## config.mk

```make
export PLATFORM = sky130hd
export DESIGN_NAME = rr_arbiter_8
export DESIGN_NICKNAME = d
export VERILOG_FILES = /design/src/rtl/rr_arbiter_8.sv
export SDC_FILE = /design/constraint.sdc
export NUM_CORES = 1
export LEC_CHECK = 0
export ABC_CLOCK_PERIOD_IN_PS = 7400
export CAP_MARGIN = 0
export CORE_MARGIN = 5
export CORE_UTILIZATION = 55
export DETAILED_ROUTE_END_ITERATION = 7
export HOLD_SLACK_MARGIN = 0.08
export PLACE_DENSITY_LB_ADDON = 0.2
export SYNTH_ARGS = -nofsm -noshare
export SYNTH_HDL_FRONTEND = slang
export SYNTH_SLANG_ARGS = --single-unit
export TNS_END_PERCENT = 1
```

## constraint.sdc

```tcl
create_clock -name clk -period 7.4 [get_ports clk]
set_clock_uncertainty 0.1 [all_clocks]
set_input_delay 1.85 -clock clk [delete_from_list [all_inputs] [get_ports clk]]
set_output_delay 1.85 -clock clk [all_outputs]
set_load 0.03 [all_outputs]
```

## src/rtl/rr_arbiter_8.sv

```systemverilog
// rtl/rr_arbiter_8.sv - 8-way round-robin arbiter with bounded hold time
// Registered one-hot grant plus index; forced release after HOLD_MAX cycles.
module rr_arbiter_8 #(
   parameter int HOLD_MAX = 16,
   parameter int CNT_W    = 8
) (
   input  logic       clk,
   input  logic       rst,
   input  logic [7:0] req,
   input  logic       done,
   output logic [7:0] gnt,
   output logic [2:0] gnt_idx,
   output logic       gnt_valid,
   output logic       timeout
);

   typedef enum logic {IDLE, GRANT} state_t;

   localparam logic [CNT_W-1:0] HOLD_LAST = CNT_W'(HOLD_MAX - 1);

   state_t           state_q, state_d;
   logic [7:0]       gnt_q, gnt_d;
   logic [2:0]       idx_q, idx_d;
   logic [2:0]       ptr_q, ptr_d;
   logic [CNT_W-1:0] cnt_q, cnt_d;
   logic             to_q, to_d;

   logic [2:0]       win;
   logic             win_found;
   logic [2:0]       cand;

   // Search upward from the priority pointer with wrap; first set bit wins.
   always_comb begin
      win       = 3'd0;
      win_found = 1'b0;
      cand      = 3'd0;
      for (int i = 0; i < 8; i++) begin
         cand = ptr_q + 3'(i);
         if (!win_found && req[cand]) begin
            win_found = 1'b1;
            win       = cand;
         end
      end
   end

   always_comb begin
      state_d = state_q;
      gnt_d   = gnt_q;
      idx_d   = idx_q;
      ptr_d   = ptr_q;
      cnt_d   = cnt_q;
      to_d    = 1'b0;
      case (state_q)
         IDLE: begin
            if (win_found) begin
               state_d = GRANT;
               idx_d   = win;
               gnt_d   = 8'd1 << win;
               cnt_d   = '0;
            end
         end
         GRANT: begin
            // done outranks withdrawal, which outranks the hold limit.
            if (done || !req[idx_q] || (cnt_q == HOLD_LAST)) begin
               state_d = IDLE;
               gnt_d   = 8'h00;
               ptr_d   = idx_q + 3'd1;
               to_d    = !done && req[idx_q];
            end else begin
               cnt_d = cnt_q + 1'b1;
            end
         end
         default: state_d = IDLE;
      endcase
   end

   always_ff @(posedge clk) begin
      if (rst) begin
         state_q <= IDLE;
         gnt_q   <= 8'h00;
         idx_q   <= 3'd0;
         ptr_q   <= 3'd0;
         cnt_q   <= '0;
         to_q    <= 1'b0;
      end else begin
         state_q <= state_d;
         gnt_q   <= gnt_d;
         idx_q   <= idx_d;
         ptr_q   <= ptr_d;
         cnt_q   <= cnt_d;
         to_q    <= to_d;
      end
   end

   assign gnt       = gnt_q;
   assign gnt_idx   = idx_q;
   assign gnt_valid = |gnt_q;
   assign timeout   = to_q;

endmodule

```

; ---- Word level (Yosys, flattened, before mapping)
; Cells that the tools add are included.
[op_classes]
addsub = 9
n_lt_le_gt_ge = 9
n_eq_ne = 4
n_shift = 1
mux = 43
n_bitwise = 2
reduce_logical = 25
[op_table]
columns = op, count
row1 = $lt 3x4->1 const B, 9
row2 = $mux 8, 4
row3 = $pmux 8 s2, 2
row4 = $bmux 1 s3, 9
row5 = $mux 3, 8
row6 = $mux 1, 19
row7 = $add 3x3->3 const B, 4
row8 = $logic_not 1->1, 9
row9 = $add 8x1->8 const B, 1
row10 = $eq 8x4->1 const B, 1
row11 = $logic_and 1x1->1, 8
row12 = $reduce_and 2->1, 4
row13 = $reduce_or 8->1, 1
row14 = $shl 1x3->8 const A, 1
row15 = $add 3x1->3 const B, 2
row16 = $add 3x2->3 const B, 2
row17 = $ne 2x2->1 const B, 2
row18 = $reduce_or 3->1, 1
row19 = $logic_or 1x1->1, 2
row20 = $ne 2x1->1 const B, 1
row21 = $not 1->1, 2
row22 = $pmux 1 s2, 1
[totals]
reg_bits = 24
inputBits = 11
output_inout_bits = 13
word_cells = 99

; ---- Longest topological paths before layout
[logic_depth]
depth_word = 27
ltp_mapped = 14
ltp_nobuf = 9

; ---- Least setup slack after synthesis
; Ideal clock, no wire load.
[synth_timing]
path_kind = input port to flip-flop
from = input req[4]
to = register gnt_q[3] (netlist: gnt[3])
setup_ps = 61
arrival_ps = 3989
t_required_ps = 7239
slack_ps = 3250
stages = 9
n_path_buf = 2
path_cell_list = mux4_2 mux2_2 or2_1 o41a_1 or2_1 buf_6 nor2b_4 buf_6 a32o_1
[synth_via]
elab_chain_len = 27
elab_cells_between_ends = 57
cone_classes = eq/ne: 2 / shift: 1 / mux: 36 / reduce/logical: 18
[synth_rtl]
columns = element, line
row1 = start: declaration, 9  ; input logic [7:0] req,
row2 = $bmux 1 s3, 39  ; if (!win_found && req[cand]) begin
row3 = $mux 1 (not written as such), 39
row4 = $mux 1, 39
row5 = $logic_not 1->1, 39
row6 = $logic_and 1x1->1, 39
row7 = $mux 1, 39
row8 = $logic_not 1->1, 39
row9 = $logic_and 1x1->1, 39
row10 = (+11 left out), --
row11 = $logic_and 1x1->1, 39
row12 = $mux 1, 39
row13 = $logic_not 1->1, 39
row14 = $logic_and 1x1->1, 39
row15 = $mux 3, 39
row16 = $shl 1x3->8, 58  ; gnt_d = 8'd1 << win;
row17 = $mux 8, 55  ; if (win_found) begin
row18 = $pmux 8 s2, 53  ; case (state_q)
row19 = end signal: assignment, 87  ; gnt_q <= gnt_d;
row20 = end: declaration, 22  ; logic [7:0] gnt_q, gnt_d;
; Several ways; a longest one is shown, not always the timed one. The select of a mux whose other input is x is not followed.
; A chain may end at the register's enable or synchronous reset.

; ---- Worst setup path in the final report
[layout_timing]
from = input req[0]
to = register gnt_q[4] (netlist: gnt[4])
; The elaborated chain is that of the path after synthesis.

==> flow_metrics.py <==
metrics = {
    "sta": {
        "tightest_slew_ns": 0.770,
        "hold_viol": 0,
        "rsz0062_at_grt": "false",
        "max_freq_ghz": 0.207,
        "worst_slack_ns": 2.57,
        "timing.final.crit_share_pct": 65.2,
        "setup_viol": 0,
        "period_needed_ns": 4.83,
        "holdWs_ns": 0.416,
        "slew_headroom_pct": 48.6,
        "tns_ns": 0,
        "slew_viol_final": 0,
    },
    "synthesis": {
        "syn-num-nets": 209,
        "syn_area_per_cell_um2": 9.98,
        "netlist_instances": 194,
        "ys_ff_latch": 24,
        "yosys_most_used_dff": "dfxtp_1",
        "syn_area_um2": 1940,
        "yosysWarnings": 0,
        "ys_types": 50,
        "synth_edf_count": 0,
        "ys_async_sr_fraction_pct": 0,
        "ys_seq_area_share_pct": 24.8,
    },
    "clock_tree": {
        "post-cts-setup-buffers": 0,
        "cts_root_buf": "clkbuf_4",
        "cts_tree": "built",
        "clk_pin_slew_ns": 0.13,
        "cts_sinks": 24,
        "cts_buffer_depth": 2,
        "cts_resized": 0,
        "holdBufCountCts": 0,
        "insertion_delay_ns": 0.32,
        "h-tree-depth": 1,
        "numCtsBuffers": 3,
    },
    "cells_and_area": {
        "final_cell_mix": "dfxtp_1, clkdlybuf4s50_1, nor2_1",
        "multi_input_area_um2": 1360,
        "drive_gt1_share_pct": 16.2,
        "n_fill_cell": 304,
        "diodes": 0,
        "area_growth_pct": 14.0,
        "final_common_cell": "dfxtp_1",
        "seq_area_um2": 480,
        "fin_nets": 226,
    },
    "critical_path": {
        "cp_top_family": "simple AND/OR/NAND/NOR gates",
        "crit_type": "primary input to flip-flop",
        "path_buf_inv": 1,
        "crit_top_cell": "or2_1",
        "crit_slowest_cell": "mux4_2",
        "slowest_delay_ns": 0.58,
        "worstPathMaxFanout": 14,
        "worstPathRequired_ns": 7.58,
        "cp.arrival_ns": 5.00,
        "cp-start-kind": "primary input",
        "cp_cell_sequence": "clkdlybuf4s50_1 > mux4_2 > mux2_2 > or2_1 > o41a_1 > or2_1 > nor2b_4 > a32o_1",
        "end_kind": "flip-flop",
    },
    "placed_design": {
        "hpwl_mm": 3.50,
        "preCtsSetupSlack_ns": 2.28,
        "port_buffers": 23,
        "place.gp.congestion": 0.940,
    },
    "floorplanning": {
        "initial_core_util_pct": 57.6,
        "die_height_um": 69.3,
        "io_pins": 24,
        "fp-row-count": 21,
        "die_w_um": 69.3,
        "dieArea_um2": 4810,
        "core_area_um2": 3360,
    },
    "drt": {
        "routed_wl_mm": 4.63,
        "detail_route.wl_per_cell_um": 18.1,
        "dr.pass1.iters": 4,
        "drt_iter0_drc": 209,
        "antenna_left": 0,
        "remaining_drc_errors": 0,
        "viasPerCell": 6.63,
        "via_count": 1698,
    },
    "global_routing": {
        "overflow": 0,
        "grt_pass1_wl_mm": 7.98,
        "grt_max_degree": 19,
        "grt_pass1_vias": 1706,
        "antenna_found_initial": 0,
        "grt.total_usage_pct": 19.7,
    },
    "power_and_ir_drop": {
        "p_leak_uw": 0.000780,
        "finalPower_uw": 532,
        "powerDensity_nw_per_um2": 241,
        "ir_drop_uv": 150,
    },
    "run": {
        "maxCapViolations": 0,
    },
    "outcome": {
        "status": "complete, no violations",
    },
    "min_path": {
        "min_path_type": "flip-flop to flip-flop",
    },
}
## report_power, final
| part | internal (µW) | leakage, µW | switching (µW) |
|---|---|---|---|
| sequential | 142 | 0.000195 | 19.1 |
| combinational | 126 | 0.000556 | 150 |
| clock | 54.9 | 0.0000279 | 39.6 |
| total | 323 | 0.000780 | 209 |
## logic make-up after synthesis
kind of cell,share of synthesized area [%]
compound gates,17.3
xor+xnor,4.98
fa+ha+maj,2.59
buf+inv,4.98
flops,24.8
mux,28.2
simple gates,17.1
## worst register-to-register path, stage by stage (launching register included)
cell and delay [ns]:
dfxtp_1 0.84, clkinv_1 0.45, ha_1 0.70, mux2_2 0.43
mux4_2 0.45, nand4bb_1 0.30, o41a_1 0.66, or2_1 0.40
nor2b_4 0.25, a32o_1 0.16
## cell usage after synthesis (all sizes together), types with 2 or more instances
library cell | count | area [µm²]
and2 | 3 | 18.8
xnor2 | 2 | 17.5
mux2 | 10 | 116
buf | 7 | 58.8
o22a | 2 | 17.5
nor4 | 7 | 43.8
nor3b | 2 | 15.0
xor2 | 9 | 78.8
o31ai | 2 | 15.0
ha | 4 | 50.1
a21oi | 6 | 30.0
mux4 | 16 | 360
nand2 | 10 | 37.5
dfxtp | 24 | 480
mux2i | 7 | 70.1
o2111ai | 2 | 17.5
nor2 | 21 | 78.8
a22oi | 2 | 15.0
clkbuf | 5 | 18.8
o21ai | 3 | 15.0
a32o | 8 | 80.1
or2 | 3 | 18.8
o211ai | 2 | 15.0
or3 | 2 | 12.5
and3 | 3 | 18.8
inv | 4 | 15.0
nor2b | 5 | 38.8
a31oi | 2 | 12.5
nor3 | 2 | 10.0
o41a | 2 | 22.5
a211oi | 3 | 22.5
## per-layer routing
layer | share of wire, % | GRT usage [%]
met1 | 42 | 23.0
met4 | 2.7 | 10.8
met2 | 51 | 33.9
met5 | 0 | 0
met3 | 4.3 | 3.33
## metrics by stage
step | cell area, µm² | util (%) | std cells
2_1_floorplan | 1940 | - | 194
3_3_place_gp | 2150 | 64.0 | 252
3_5_place_dp | 2150 | 64.0 | 252
4_1_cts | 2210 | 65.6 | 256
5_1_grt | 2210 | 65.6 | 256
6_report | 2210 | 65.6 | 256
## state kept, by name, indices dropped and copies added (netlist names)
signal,flops
cnt_q,8
gnt,8
gnt_idx,3
ptr_q,3
state_q,1
timeout,1
## final cells by class
cell class | count | area share [%]
inverter | 5 | 0.851
multi-input combinational | 153 | 61.6
sequential | 24 | 21.8
clock buffer | 3 | 1.02
timing repair buffer | 24 | 10.8
tap | 46 | 2.61
clock inverter | 1 | 1.36
## final timing paths
kind,start,to,slack [ns],cells past startpoint
worst max-delay path,req[0],gnt[4],2.57,8
worst min-delay path,gnt[1],gnt[1],0.42,1
worst max register to register,ptr_q[0],gnt[4],2.62,9
worst min register to register,gnt[1],gnt[1],0.42,1
(Power assumes the default switching activity.)
